--- src/rtl/color_mix_pkg.sv ---
// Shared types and constants for the colour mixer pipeline and its fade controller.
package color_mix_pkg;

  typedef enum logic [2:0] {
    MODE_COLOR = 3'd0,
    MODE_GREEN = 3'd1,
    MODE_AMBER = 3'd2,
    MODE_BLUE  = 3'd3,
    MODE_WHITE = 3'd4
  } mode_e;

  localparam logic [15:0] LUMA_R_C = 16'd77;
  localparam logic [15:0] LUMA_G_C = 16'd150;
  localparam logic [15:0] LUMA_B_C = 16'd29;

  localparam int LEVEL_W = 5;
  localparam logic [LEVEL_W-1:0] FADE_MAX  = 5'd16;
  localparam logic [LEVEL_W-1:0] LEVEL_MIN = 5'd0;

  typedef enum logic [1:0] {
    FADE_IDLE      = 2'd0,
    FADE_STEP_UP   = 2'd1,
    FADE_STEP_DOWN = 2'd2
  } fade_state_e;

  // (v * lvl) >> 4; lvl = 16 is an exact passthrough.
  function automatic logic [7:0] fade_scale(input logic [7:0] v, input logic [LEVEL_W-1:0] lvl);
    logic [12:0] prod;
    prod = {5'd0, v} * {8'd0, lvl};
    return 8'(prod >> 4'd4);
  endfunction

endpackage

--- src/rtl/color_fade_ctrl.sv ---
// Frame-stepped fade level controller: VSync edge detect, frame counter and
// IDLE / STEP_UP / STEP_DOWN FSM moving the level one step per FADE_FRAMES frames.
module color_fade_ctrl
  import color_mix_pkg::*;
#(
  parameter int FADE_FRAMES = 1
) (
  input  logic               clk_vid,
  input  logic               reset,
  input  logic               ce_pix,
  input  logic               vsync,
  input  logic               fade_out,
  output logic [LEVEL_W-1:0] level,
  output logic               fade_busy
);

  localparam logic [7:0] FRAMES_M1 = 8'(FADE_FRAMES - 1);

  fade_state_e        state_r;
  fade_state_e        state_nx_s;
  logic               vs_prev_r;
  logic [7:0]         frame_cnt_r;
  logic [LEVEL_W-1:0] level_r;
  logic [LEVEL_W-1:0] target_s;
  logic               vs_rise_s;
  logic               step_up_s;
  logic               step_dn_s;
  logic               reverse_s;
  logic               frame_done_s;

  // Target level, edge detect and step qualifiers
  always_comb begin
    if (fade_out) begin
      target_s = LEVEL_MIN;
    end else begin
      target_s = FADE_MAX;
    end
    vs_rise_s    = vsync & ~vs_prev_r;
    frame_done_s = (frame_cnt_r >= FRAMES_M1);
    step_up_s    = vs_rise_s & (state_r == FADE_STEP_UP)   & (level_r < target_s);
    step_dn_s    = vs_rise_s & (state_r == FADE_STEP_DOWN) & (level_r > target_s);
    reverse_s    = ((state_r == FADE_STEP_UP)   && (state_nx_s == FADE_STEP_DOWN)) ||
                   ((state_r == FADE_STEP_DOWN) && (state_nx_s == FADE_STEP_UP));
  end

  // FSM state register
  always_ff @(posedge clk_vid or posedge reset) begin
    if (reset) begin
      state_r <= FADE_IDLE;
    end else if (ce_pix) begin
      state_r <= state_nx_s;
    end
  end

  // FSM next-state logic
  always_comb begin
    state_nx_s = state_r;
    case (state_r)
      FADE_IDLE: begin
        if (target_s > level_r) begin
          state_nx_s = FADE_STEP_UP;
        end else if (target_s < level_r) begin
          state_nx_s = FADE_STEP_DOWN;
        end else begin
          state_nx_s = FADE_IDLE;
        end
      end
      FADE_STEP_UP: begin
        if (level_r == target_s) begin
          state_nx_s = FADE_IDLE;
        end else if (target_s < level_r) begin
          state_nx_s = FADE_STEP_DOWN;
        end else begin
          state_nx_s = FADE_STEP_UP;
        end
      end
      FADE_STEP_DOWN: begin
        if (level_r == target_s) begin
          state_nx_s = FADE_IDLE;
        end else if (target_s > level_r) begin
          state_nx_s = FADE_STEP_UP;
        end else begin
          state_nx_s = FADE_STEP_DOWN;
        end
      end
      default: begin
        state_nx_s = FADE_IDLE;
      end
    endcase
  end

  // Edge history, frame counter and level; the counter restarts on direction reversal
  always_ff @(posedge clk_vid or posedge reset) begin
    if (reset) begin
      vs_prev_r   <= 1'b0;
      frame_cnt_r <= 8'd0;
      level_r     <= FADE_MAX;
    end else if (ce_pix) begin
      vs_prev_r <= vsync;
      if (reverse_s || (state_r == FADE_IDLE)) begin
        frame_cnt_r <= 8'd0;
      end else if (step_up_s || step_dn_s) begin
        if (frame_done_s) begin
          frame_cnt_r <= 8'd0;
          if (step_up_s) begin
            level_r <= level_r + 5'd1;
          end else begin
            level_r <= level_r - 5'd1;
          end
        end else begin
          frame_cnt_r <= frame_cnt_r + 8'd1;
        end
      end
    end
  end

  // FSM outputs
  always_comb begin
    level     = level_r;
    fade_busy = (state_r != FADE_IDLE);
  end

endmodule

--- src/rtl/color_mix_pipe.sv ---
// Three-stage video colour mixer: IW-bit expand, weighted-luma mono tint, fade scale.
// Define COLOR_MIX_FADE_EN to build the fade controller; otherwise stage 3 is a plain register.
module color_mix_pipe
  import color_mix_pkg::*;
#(
  parameter int IW          = 2,
  parameter int FADE_FRAMES = 1
) (
  input  logic          clk_vid,
  input  logic          reset,
  input  logic          ce_pix,
  input  logic [2:0]    mono,
  input  logic          fade_out,
  input  logic [IW-1:0] R_in,
  input  logic [IW-1:0] G_in,
  input  logic [IW-1:0] B_in,
  input  logic          HSync_in,
  input  logic          VSync_in,
  input  logic          HBlank_in,
  input  logic          VBlank_in,
  output logic [7:0]    R_out,
  output logic [7:0]    G_out,
  output logic [7:0]    B_out,
  output logic          HSync_out,
  output logic          VSync_out,
  output logic          HBlank_out,
  output logic          VBlank_out,
  output logic          fade_busy
);

  localparam int REP_W = 8 * IW;

  // Replicate MSB-first and keep the top 8 bits.
  function automatic logic [7:0] expand(input logic [IW-1:0] v);
    logic [REP_W-1:0] rep;
    rep = {8{v}};
    return 8'(rep >> (REP_W - 8));
  endfunction

  logic [7:0]  r1_r, g1_r, b1_r;
  logic [7:0]  r2_r, g2_r, b2_r;
  logic [7:0]  r3_r, g3_r, b3_r;
  logic [7:0]  r2_s, g2_s, b2_s;
  logic [7:0]  r3_s, g3_s, b3_s;
  logic [3:0]  sync1_r, sync2_r, sync3_r;
  logic [15:0] luma_sum_s;
  logic [7:0]  y_s;

  // Stage 1: component expansion and timing capture
  always_ff @(posedge clk_vid or posedge reset) begin
    if (reset) begin
      r1_r    <= 8'd0;
      g1_r    <= 8'd0;
      b1_r    <= 8'd0;
      sync1_r <= 4'd0;
    end else if (ce_pix) begin
      r1_r    <= expand(R_in);
      g1_r    <= expand(G_in);
      b1_r    <= expand(B_in);
      sync1_r <= {HSync_in, VSync_in, HBlank_in, VBlank_in};
    end
  end

  // Stage 2 combinational: luma and monochrome tint selection
  always_comb begin
    luma_sum_s = LUMA_R_C * {8'd0, r1_r} + LUMA_G_C * {8'd0, g1_r} + LUMA_B_C * {8'd0, b1_r};
    y_s        = 8'(luma_sum_s >> 4'd8);
    r2_s       = y_s;
    g2_s       = y_s;
    b2_s       = y_s;
    case (mono)
      MODE_COLOR: begin
        r2_s = r1_r;
        g2_s = g1_r;
        b2_s = b1_r;
      end
      MODE_GREEN: begin
        r2_s = 8'd0;
        g2_s = y_s;
        b2_s = 8'd0;
      end
      MODE_AMBER: begin
        r2_s = y_s;
        g2_s = y_s - {2'b00, y_s[7:2]};
        b2_s = 8'd0;
      end
      MODE_BLUE: begin
        r2_s = 8'd0;
        g2_s = 8'd0;
        b2_s = y_s;
      end
      default: begin
        r2_s = y_s;
        g2_s = y_s;
        b2_s = y_s;
      end
    endcase
  end

  // Stage 2 registers
  always_ff @(posedge clk_vid or posedge reset) begin
    if (reset) begin
      r2_r    <= 8'd0;
      g2_r    <= 8'd0;
      b2_r    <= 8'd0;
      sync2_r <= 4'd0;
    end else if (ce_pix) begin
      r2_r    <= r2_s;
      g2_r    <= g2_s;
      b2_r    <= b2_s;
      sync2_r <= sync1_r;
    end
  end

`ifdef COLOR_MIX_FADE_EN
  logic [LEVEL_W-1:0] level_s;

  color_fade_ctrl #(
    .FADE_FRAMES (FADE_FRAMES)
  ) u_fade_ctrl (
    .clk_vid   (clk_vid),
    .reset     (reset),
    .ce_pix    (ce_pix),
    .vsync     (VSync_in),
    .fade_out  (fade_out),
    .level     (level_s),
    .fade_busy (fade_busy)
  );

  assign r3_s = fade_scale(r2_r, level_s);
  assign g3_s = fade_scale(g2_r, level_s);
  assign b3_s = fade_scale(b2_r, level_s);
`else
  logic fade_unused_s;

  assign fade_unused_s = fade_out;
  assign fade_busy     = 1'b0;
  assign r3_s          = r2_r;
  assign g3_s          = g2_r;
  assign b3_s          = b2_r;
`endif

  // Stage 3 registers drive the outputs directly
  always_ff @(posedge clk_vid or posedge reset) begin
    if (reset) begin
      r3_r    <= 8'd0;
      g3_r    <= 8'd0;
      b3_r    <= 8'd0;
      sync3_r <= 4'd0;
    end else if (ce_pix) begin
      r3_r    <= r3_s;
      g3_r    <= g3_s;
      b3_r    <= b3_s;
      sync3_r <= sync2_r;
    end
  end

  assign R_out      = r3_r;
  assign G_out      = g3_r;
  assign B_out      = b3_r;
  assign HSync_out  = sync3_r[3];
  assign VSync_out  = sync3_r[2];
  assign HBlank_out = sync3_r[1];
  assign VBlank_out = sync3_r[0];

endmodule
--- config.mk ---
export PLATFORM = sky130hd
export DESIGN_NAME = color_mix_pipe
export DESIGN_NICKNAME = d
export VERILOG_FILES = /design/src/rtl/color_mix_pkg.sv /design/src/rtl/color_fade_ctrl.sv /design/src/rtl/color_mix_pipe.sv
export SDC_FILE = /design/constraint.sdc
export NUM_CORES = 1
export LEC_CHECK = 0
export ABC_AREA = 1
export CORE_AREA = 4 4 107 109
export CTS_CLUSTER_DIAMETER = 50
export DETAILED_ROUTE_END_ITERATION = 6
export DIE_AREA = 0 0 111 113
export MAX_ROUTING_LAYER = met4
export PLACE_DENSITY = 0.69
export SLEW_MARGIN = 20
export SYNTH_ARGS = -nofsm -noshare
export SYNTH_HDL_FRONTEND = slang
export SYNTH_HIERARCHICAL = 1
export SYNTH_SLANG_ARGS = --single-unit
--- constraint.sdc ---
create_clock -name clk_vid -period 12.9 [get_ports clk_vid]
set_input_delay 3.87 -clock clk_vid [delete_from_list [all_inputs] [get_ports clk_vid]]
set_output_delay 3.87 -clock clk_vid [all_outputs]
set_load 0.005 [all_outputs]
==> impl_metrics.env <==
export IMPL_synth_xor_area_share_pct=2.57
export IMPL_hp_class="reg2reg"
export IMPL_fillerInstances=969
export IMPL_dp_cells=810
export IMPL_synthToLayoutAreaGrowth_pct=15.3
export IMPL_fmax_ghz=0.143
export IMPL_slowest_stage="dfrtp_1"
export IMPL_worst_slew_pin_transition_ns=0.803
export IMPL_cts_tree="built"
export IMPL_clkTransAtPathRegs_ns=0.07
export IMPL_place_congestion=0.950
export IMPL_setup_tns_final_ns=0
export IMPL_clock_path_buffers=2
export IMPL_hpwlAfterDp_mm=8.74
export IMPL_grt_util_all_layers_pct=19.5
export IMPL_setup_worst_path_class="reg2reg"
export IMPL_yosys_top_cells_area="dfrtp_1, ha_1, nand2_1"
export IMPL_setup_viol=0
export IMPL_grt_pass1_wl_mm=19.4
export IMPL_syn_nets=747
export IMPL_antenna_found_initial=0
export IMPL_port_buffers=43
export IMPL_netlist_area_leader_share_pct=32.3
export IMPL_ff_latch_area_sq_um=1650
export IMPL_ios=46
export IMPL_period_share_pct=54.1
export IMPL_fin_cells=826
export IMPL_finalCriticalPeriod_ns=6.98
export IMPL_cts_max_level=3
export IMPL_cts_root_buffer="clkbuf_8"
export IMPL_rsz0062_at_grt="no"
export IMPL_slew_violations=0
export IMPL_cts_hold_fix_buffers=0
export IMPL_fp_coreArea_sq_um=10600
export IMPL_grt_pass1_vias=4126
export IMPL_timing_hold_ws_ns=0.468
export IMPL_cts_setup_buffers=0
export IMPL_synth_simple_area_share_pct=21.2
export IMPL_antenna_cells=0
export IMPL_multi_input_area_sq_um=3000
export IMPL_synth_compound_area_share_pct=8.24
export IMPL_wl_per_cell_um=13.6
export IMPL_cts_sinks=66
export IMPL_yosysWarnings=6
export IMPL_routed_wl_mm=11.2
export IMPL_cp_start_kind="register"
export IMPL_drt_iter0_drc=198
export IMPL_status="finished, final reports clean"
export IMPL_yosysTopAreaCell="dfrtp_1"
export IMPL_r2r_slack_ns=5.92
export IMPL_critical_path_max_stage_delay_ns=0.62
export IMPL_overflow=0
export IMPL_die_x_um=111
export IMPL_cts_made_buffers=9
export IMPL_grt_max_degree=70
export IMPL_num_rows=38
export IMPL_muxShareOfSynthArea_pct=0
export IMPL_max_cap_violations=0
export IMPL_syn_avg_cell_area_sq_um=8.02
export IMPL_path_common_cell="nand2_1"
export IMPL_cts_resized=0
export IMPL_via_per_inst=4.90
export IMPL_synth_top_family_by_area="adder cells"
export IMPL_fin_worst_skew_ns=0.00964
export IMPL_syn_area_sq_um=5110
export IMPL_slew_headroom_pct=46.4
export IMPL_drc=0
export IMPL_ys_ff_latch=66
export IMPL_netlist_instances=638
export IMPL_layout_drive_gt1_share_pct=5.39
export IMPL_drt_first_pass_iters=5
export IMPL_dieArea_sq_um=12500
export IMPL_end_kind="register"
export IMPL_final_nets=790
export IMPL_arrival_ns=7.21
export IMPL_initial_core_util_pct=48.2
export IMPL_synth_cell_types=34
export IMPL_synth_adder_area_share_pct=26.6
export IMPL_ant_nets=0
export IMPL_clkLatencyLatePin_ns=0.35
export IMPL_critPathMaxFanout=11
export IMPL_crit_required_ns=13.13
export IMPL_yosysSeqAreaShare_pct=32.3
export IMPL_fp_dieH_um=113
export IMPL_finalHoldViolCount=0
export IMPL_detailroute_via_count=4046
-- cells by family (layout without fill, tap and decap cells) --
group	count (synthesis)	after routing
compound gates	77	77
xor+xnor	15	15
fa+ha+maj	92	92
buf+inv	119	167
flops	66	66
other cells	1	1
simple gates	268	268
-- sequential cells by signal, summed over array words and instances, names as in the netlist --
signal / cells
B_out: 8
sync3_r: 4
G_out: 8
r2_r: 8
r1_r: 2
R_out: 8
b1_r: 2
b2_r: 8
g1_r: 2
sync1_r: 4
g2_r: 8
sync2_r: 4
-- metal layers --
layer	GRT usage, %	part of all wire [%]
met4	6.40	1.9
met5	-	0
met2	31.3	48
met1	24.9	46
met3	4.12	4.1
-- cell usage after synthesis, drive strengths merged --
cell type  count
nor2          35
nor3           2
a22oi          2
fa            28
xnor2          7
clkbuf        13
inv          104
a31o           2
and3           1
nand4          3
xor2           8
a21oi         34
or2            5
nand3         16
a21o           1
clkinv         1
a31oi          2
nand2        206
o21ai         33
conb           1
dfrtp         66
o211ai         2
o21bai         1
ha            64
buf            1
-- per-stage QoR --
step	utilization, %	setup slack (ns)	area (sq um)
after global placement	53.5	6.04	5670
after global routing	55.6	5.49	5900
after CTS	55.6	5.94	5900
after floorplan	-	6.97	5110
final	55.6	5.92	5900
after detailed placement	53.5	5.96	5670
-- layout by cell type, fill, tap and decap left out, types with 3 or more instances in the layout --
cell / n
fa_1: 28
a21oi_1: 33
clkbuf_8: 10
inv_1: 102
nand2_2: 4
o21ai_1: 4
ha_1: 64
xnor2_1: 7
xor2_1: 8
dfrtp_1: 66
o21ai_0: 29
or2_2: 4
nor2_1: 34
nand2_1: 202
clkdlybuf4s50_1: 42
buf_4: 3
nand4_1: 3
nand3_1: 14
-- critical path, delay by kind of cell, from the launching register on --
family | cells | cell delay (ns)
compound gates | 3 | 0.35
xor+xnor | 1 | 0.57
fa+ha+maj | 8 | 3.48
buf+inv | 7 | 0.69
flops | 1 | 0.62
simple gates | 14 | 1.14
-- worst paths after layout --
kind                       depth (start not counted)       end  startpoint
min in group asynchronous                          3  R_out[5]       reset
hold / removal                                     2  G_out[1]    G_out[1]
max in group asynchronous                          3   g2_r[1]       reset
setup reg to reg                                  33   g2_r[6]     b1_r[5]
hold reg to reg                                    2  G_out[1]    G_out[1]
setup / recovery                                  33   g2_r[6]     b1_r[5]
-- cell type report --
type | count | area share (%)
clock buffers | 10 | 2.33
repair buffers | 46 | 7.59
clock inverters | 6 | 1.51
flip-flops and latches | 66 | 28.0
multi-input cells | 453 | 50.9
well taps | 140 | 2.97
inverters | 105 | 6.68
Power is not shown: default switching activity piles up to over one toggle a cycle in this logic, so the estimate is an artifact.
